===== src/rtl/seg7_pkg.sv =====
// seg7_pkg: segment codes and bit positions for an active-low 7-segment display
package seg7_pkg;
  localparam logic [7:0] SEG_OFF = 8'hFF;
  localparam int SEG_A  = 7;
  localparam int SEG_B  = 6;
  localparam int SEG_C  = 5;
  localparam int SEG_D  = 4;
  localparam int SEG_E  = 3;
  localparam int SEG_F  = 2;
  localparam int SEG_G  = 1;
  localparam int SEG_DP = 0;
  localparam logic [7:0] SEG_CODE [16] = '{
    8'h03, 8'h9F, 8'h25, 8'h0D, 8'h99, 8'h49, 8'h41, 8'h1F,
    8'h01, 8'h09, 8'h11, 8'hC1, 8'h63, 8'h85, 8'h61, 8'h71
  };
endpackage


===== src/rtl/seg7_scan_driver_if.sv =====
// seg7_scan_driver_if: value/control inputs and pin outputs of the scan driver
interface seg7_scan_driver_if #(parameter int DIGITS = 4);
  logic                  en;
  logic                  load;
  logic [4*DIGITS-1:0]   value;
  logic [DIGITS-1:0]     dp;
  logic [DIGITS-1:0]     blank;
  logic [7:0]            seg;
  logic [DIGITS-1:0]     an;
  logic                  frame;
  modport master (output en, load, value, dp, blank, input seg, an, frame);
  modport slave  (input en, load, value, dp, blank, output seg, an, frame);
endinterface


===== src/rtl/seg7_hex_decode.sv =====
// seg7_hex_decode: nibble to active-low segment byte with dp and blanking
module seg7_hex_decode
  import seg7_pkg::*;
(
  input  logic [3:0] i_nib,
  input  logic       i_hex_en,
  input  logic       i_dp,
  input  logic       i_blank,
  output logic [7:0] o_seg
);
  logic [7:0] w_code;
  always_comb begin
    w_code = (i_nib > 4'd9 && !i_hex_en) ? SEG_OFF : SEG_CODE[i_nib];
    o_seg  = i_blank ? SEG_OFF : w_code & ~(8'(i_dp) << SEG_DP);
  end
endmodule


===== src/rtl/seg7_scan_driver.sv =====
// seg7_scan_driver: double-buffered multiplexed 7-segment scanner with guard time
module seg7_scan_driver
  import seg7_pkg::*;
#(
  parameter int DIGITS      = 4,
  parameter int SCAN_DIV    = 1000,
  parameter int GUARD       = 2,
  parameter int HEX_EN      = 1,
  parameter int LZ_SUPPRESS = 1
) (
  input  logic                 i_clk,
  input  logic                 i_rst_n,
  seg7_scan_driver_if.slave    io_bus
);
  localparam int PW = SCAN_DIV > 1 ? $clog2(SCAN_DIV) : 1;
  localparam int IW = DIGITS > 1 ? $clog2(DIGITS) : 1;
  localparam int BW = 6 * DIGITS;
  logic [PW-1:0]         r_pre;
  logic [IW-1:0]         r_idx;
  logic [BW-1:0]         r_pend, r_act;
  logic [7:0]            r_seg;
  logic [DIGITS-1:0]     r_an;
  logic                  r_frame;
  logic [BW-1:0]         w_new;
  logic [4*DIGITS-1:0]   w_val;
  logic [DIGITS-1:0]     w_dp, w_blk, w_sup;
  logic                  w_z, w_slot_end, w_last, w_wrap, w_dark;
  logic [7:0]            w_dig;
  assign w_new      = {io_bus.value, io_bus.dp, io_bus.blank};
  assign w_val      = r_act[BW-1:2*DIGITS];
  assign w_dp       = r_act[2*DIGITS-1:DIGITS];
  assign w_blk      = r_act[DIGITS-1:0];
  assign w_slot_end = r_pre == PW'(SCAN_DIV - 1);
  assign w_last     = r_idx == IW'(DIGITS - 1);
  assign w_wrap     = io_bus.en && w_slot_end && w_last;
  assign w_dark     = !io_bus.en || int'(r_pre) < GUARD;
  // Suppression ripples down from the top digit; BLANK deliberately does not break it
  always_comb begin
    w_sup = '0;
    w_z   = 1'b1;
    for (int k = DIGITS - 1; k >= 0; k--) begin
      w_z      = w_z & (w_val[4*k +: 4] == 4'd0) & ~w_dp[k];
      w_sup[k] = (LZ_SUPPRESS != 0) && (k != 0) && w_z;
    end
  end
  seg7_hex_decode u_dec (
    .i_nib    (w_val[4*r_idx +: 4]),
    .i_hex_en (HEX_EN != 0),
    .i_dp     (w_dp[r_idx]),
    .i_blank  (w_blk[r_idx] | w_sup[r_idx]),
    .o_seg    (w_dig)
  );
  always_ff @(posedge i_clk or negedge i_rst_n) begin
    if (!i_rst_n) begin
      r_pre   <= '0;
      r_idx   <= '0;
      r_pend  <= '0;
      r_act   <= '0;
      r_seg   <= SEG_OFF;
      r_an    <= '1;
      r_frame <= 1'b0;
    end else begin
      if (io_bus.load) r_pend <= w_new;
      if (!io_bus.en) r_act <= r_pend;
      else if (w_wrap) r_act <= io_bus.load ? w_new : r_pend;
      if (io_bus.en) begin
        r_pre <= w_slot_end ? '0 : r_pre + 1'b1;
        if (w_slot_end) r_idx <= w_last ? '0 : r_idx + 1'b1;
      end
      r_seg   <= w_dark ? SEG_OFF : w_dig;
      r_an    <= w_dark ? '1 : ~(DIGITS'(1) << r_idx);
      r_frame <= w_wrap;
    end
  end
  assign io_bus.seg   = r_seg;
  assign io_bus.an    = r_an;
  assign io_bus.frame = r_frame;
endmodule


===== src/flat_wrapper.sv =====
// flat-port wrapper written by rule: the top's interface ports become plain ports
module seg7_scan_driver_flat import seg7_pkg::*;
#(
  parameter int DIGITS      = 4,
  parameter int SCAN_DIV    = 1000,
  parameter int GUARD       = 2,
  parameter int HEX_EN      = 1,
  parameter int LZ_SUPPRESS = 1
)
  (i_clk, i_rst_n, io_bus_en, io_bus_load, io_bus_value, io_bus_dp, io_bus_blank, io_bus_seg, io_bus_an, io_bus_frame);
  seg7_scan_driver_if #(.DIGITS(DIGITS)) io_bus_i ();
  input  logic i_clk;
  input  logic i_rst_n;
  input wire logic [$bits(io_bus_i.en)-1:0] io_bus_en;
  input wire logic [$bits(io_bus_i.load)-1:0] io_bus_load;
  input wire logic [$bits(io_bus_i.value)-1:0] io_bus_value;
  input wire logic [$bits(io_bus_i.dp)-1:0] io_bus_dp;
  input wire logic [$bits(io_bus_i.blank)-1:0] io_bus_blank;
  output wire logic [$bits(io_bus_i.seg)-1:0] io_bus_seg;
  output wire logic [$bits(io_bus_i.an)-1:0] io_bus_an;
  output wire logic [$bits(io_bus_i.frame)-1:0] io_bus_frame;
  assign io_bus_i.en = io_bus_en;
  assign io_bus_i.load = io_bus_load;
  assign io_bus_i.value = io_bus_value;
  assign io_bus_i.dp = io_bus_dp;
  assign io_bus_i.blank = io_bus_blank;
  assign io_bus_seg = io_bus_i.seg;
  assign io_bus_an = io_bus_i.an;
  assign io_bus_frame = io_bus_i.frame;
  seg7_scan_driver #(.DIGITS(DIGITS), .SCAN_DIV(SCAN_DIV), .GUARD(GUARD), .HEX_EN(HEX_EN), .LZ_SUPPRESS(LZ_SUPPRESS)) u_core (.i_clk(i_clk), .i_rst_n(i_rst_n), .io_bus(io_bus_i));
endmodule

===== config.mk =====
export PLATFORM = sky130hd
export DESIGN_NAME = seg7_scan_driver_flat
export DESIGN_NICKNAME = d
export VERILOG_FILES = /design/src/rtl/seg7_pkg.sv /design/src/rtl/seg7_scan_driver_if.sv /design/src/rtl/seg7_hex_decode.sv /design/src/rtl/seg7_scan_driver.sv /design/src/flat_wrapper.sv
export SDC_FILE = /design/constraint.sdc
export NUM_CORES = 1
export LEC_CHECK = 0
export CAP_MARGIN = 25
export CORE_MARGIN = 1.5
export CORE_UTILIZATION = 50
export DETAILED_ROUTE_END_ITERATION = 8
export PLACE_DENSITY = 0.77
export SLEW_MARGIN = 20
export SYNTH_ARGS = -nofsm -noshare
export SYNTH_HDL_FRONTEND = slang
export SYNTH_HIERARCHICAL = 1
export SYNTH_SLANG_ARGS = --single-unit

===== constraint.sdc =====
create_clock -name i_clk -period 2.3 [get_ports i_clk]
set_input_delay 0.23 -clock i_clk [delete_from_list [all_inputs] [get_ports i_clk]]
set_output_delay 0.23 -clock i_clk [all_outputs]
set_load 0.005 [all_outputs]

==> flow_summary.ini <==
[critical_path]
wp_data_required_ns = 2.58
cp_cell_sequence = buf_4 > mux4_2 > a41oi_1 > nand2_1 > a31oi_4 > o211ai_1 > nand2b_1
cp_max_fo = 7
critPathSlowestCell = mux4_2
r2r-end = u_core/io_bus.seg[6]$_DFF_PN1_
startpoint_types = flip-flop
critical_path_buf_inv_count = 1
worst_setup_path_end_kind = flip-flop
critPathTopFamily = compound AO/OA/AOI/OAI gates
start_to_end_type_of_the_worst_setup_path = reg2reg
crit_path_max_incr_delay_ns = 0.50
critPathArrivalTime_ns = 2.37
critical_path.reg2reg.startpoint = u_core/r_idx[0]$_DFFE_PN0N_
register_to_register_path_setup_slack_ns = 0.20
worstRegToRegCells = 7

[power_and_ir_drop]
clock_power_share_pct = 32.4
power.net_switching_uw = 863
fraction_of_power_spent_switching_nets_pct = 26.3
p_int_mw = 2.42
power.ir.vdd_worst_mv = 0.682
static-leakage-power_nw = 1.81
power-per-cell-area_nw_per_um2 = 761
power.share.sequential_pct = 49.1
combPwrFrac_pct = 18.5

[cells_and_area]
antennaDiodeCount = 0
final_core_utilization_pct = 63.2
multi_input_comb_area_um2 = 1610
final_cell_mix = 61 x dfrtp_1, 39 x clkdlybuf4s50_1, 25 x mux2_2, 24 x a221o_1, 15 x and2_1
leading_cell_type_in_the_layout_fill_and_taps_excluded = dfrtp_1
layout-drive-gt1-share_pct = 24.2
n_fill_cell = 560
area.growth.synth_to_final_pct = 21.0
sequential_cell_area_um2 = 1840
numnets_final = 371

[sta]
maxSlewViolCount = 0
rsz0062_at_grt = no
setup_violating_endpoint_count_in_the_final_report = 0
finalHoldViolations = 0
tightest_slew_ns = 0.933
post-route-period-util_pct = 91.1
tns_ns = 0
min_period_ns = 2.10
fmaxAchievable_ghz = 0.477
clock-skew-final_ns = 0.00942
slew-limit-headroom_pct = 37.7
worst_hold_slack_ns = 0.407

[clock_network]
cts.clk_slew.worst_paths_ns = 0.07
cts-buffers-inserted = 9
cts_max_path_buffers = 2
numClockSinks = 73
tritoncts = yes
clk_latency_ns = 0.35
cts-htree-levels = 3
master_cell_of_the_clock_root_buffer = clkbuf_8
post_cts_buffers = 0

[global_routing]
grt_first_pass_wirelength_um = 11400
grt_antenna_before_repair = 0
grt_start_max_net_pins = 36
vias_in_the_first_global_route = 2332
globalRoute.totalOverflow = 0
grt_use_total_pct = 19.6

[placed_design]
gp_routability_congestion = 0.848
place.detailed.hpwl_um = 4780
place.port_buffers = 40

[synth]
async_reset_ff_share_pct = 100
synth-edff-count = 0
synth.net_count = 324
synthesis.area_um2 = 3570
syn-instance-count = 284
yosysSeqAreaShare_pct = 51.6
netlist-cell-type-count = 47
ys_ff_latch = 73
syn_area_per_cell_um2 = 12.6
yosys_most_used_dff = dfrtp_1
yosys_warnings = 6

[flow_run]
max_cap_viol_count = 0

[die]
die_h_um = 87.5
core_region_area_um2 = 6830
pin_count = 41
floorplan.initialDensity_pct = 52.3
site_rows = 30
die-area_um2 = 7660
die_width_um = 87.5

[routing]
route.final.wire_length_um = 6500
first_iter_violations = 91
routed-via-count = 2378
detail_route.wl_per_cell_um = 15.1
ant_nets_after_route = 0
detailedRoute.firstPassIterationCount = 4
drt_drc_violations_left = 0
drt-vias-per-instance = 5.52

[outcome]
status = finished, final reports clean

[hold_path]
min_path_type = in2async
final cells by class:
class,count,share of cell area (%)
well taps,96,2.78
flip-flops and latches,73,42.6
clock inverters,5,1.88
multi-input cells,186,37.2
inverters,10,0.869
clock buffers,10,2.95
repair buffers,51,11.7
timing repair:
action,4_1_cts,5_1_grt
hold endpoints to repair,21,0
gates resized for setup,0,0
hold buffers,1,0
Yosys cell counts, types with 3 or more instances:
cell	number	share of area (%)
dfrtp_1	61	43
mux4_2	6	3.8
nand4_1	3	0.53
nand2_1	13	1.4
ha_1	12	4.2
xnor2_1	3	0.74
mux2_2	25	7.9
o21ai_0	6	0.84
nor2_1	9	0.95
and2_1	15	2.6
nand3_1	4	0.56
a221o_1	24	6.7
buf_6	3	0.95
nand2b_1	10	1.8
clkbuf_1	7	0.74
inv_1	10	1.1
dfstp_2	12	8.8
nor2b_1	11	1.9
a21oi_1	4	0.56
buf_2	5	0.70
o211ai_1	6	1.3
per-stage QoR:
step | cell area, um^2 | instances | total power [mW] | setup slack (ns)
after floorplan | 3570 | 284 | 2.01 | 0.151
after global placement | 4100 | 415 | 2.23 | 0.225
after detailed placement | 4100 | 415 | 2.25 | 0.185
after CTS | 4320 | 431 | 3.32 | 0.161
after global routing | 4320 | 431 | 3.45 | 0.0176
final | 4320 | 431 | 3.29 | 0.204
logic make-up (layout without fill, tap and decap cells):
kind of cell    Yosys count  count (layout)  share of synthesized area, %
compound gates           52              52                          13.0
other cells               1               1                         0.105
buf+inv                  25              76                          3.44
xor+xnor                  5               5                          1.23
fa+ha+maj                12              12                          4.21
mux                      32              32                          12.1
flops                    73              73                          51.6
simple gates             84              84                          14.3
sequential cells by signal (all words and copies together), names as in the netlist:
register / count
u_core/io_bus.an: 4
u_core/io_bus.frame: 1
u_core/io_bus.seg: 8
u_core/r_act: 24
u_core/r_idx: 2
u_core/r_pend: 24
u_core/r_pre: 10
worst max-delay path by stage:
| stage | from | slack [ns] | end | depth (start not counted) |
|---|---|---|---|---|
| finish | u_core/r_idx[0]$_DFFE_PN0N_ | 0.20 | u_core/io_bus.seg[6]$_DFF_PN1_ | 7 |
| CTS | u_core/r_idx[0]$_DFFE_PN0N_ | 0.16 | u_core/r_act[23]$_DFFE_PN0P_ | 6 |
| detailed placement | u_core/r_idx[0]$_DFFE_PN0N_ | 0.19 | u_core/io_bus.seg[6]$_DFF_PN1_ | 7 |
| global placement | u_core/r_idx[0]$_DFFE_PN0N_ | 0.22 | u_core/io_bus.seg[6]$_DFF_PN1_ | 7 |
| floorplan | u_core/r_idx[0]$_DFFE_PN0N_ | 0.15 | u_core/io_bus.seg[4]$_DFF_PN1_ | 7 |
| global route | u_core/r_idx[0]$_DFFE_PN0N_ | 0.02 | u_core/io_bus.seg[7]$_DFF_PN1_ | 7 |
power groups by stage:
stage | Clock, mW | Combinational, mW | Sequential (mW)
4_1_cts | 1.09 | 0.616 | 1.62
5_1_grt | 1.14 | 0.676 | 1.64
3_5_place_dp | 0 | 0.613 | 1.64
3_3_place_gp | 0 | 0.593 | 1.63
6_report | 1.06 | 0.607 | 1.61
2_1_floorplan | 0 | 0.408 | 1.60
metal layers:
layer / global-route usage [%] / part of all wire [%]
met5: 0 / 0
met4: 6.93 / 1.5
met3: 5.69 / 3.9
met2: 31.9 / 49
met1: 25.0 / 46
Note: power is estimated with default switching activity, not from simulation.
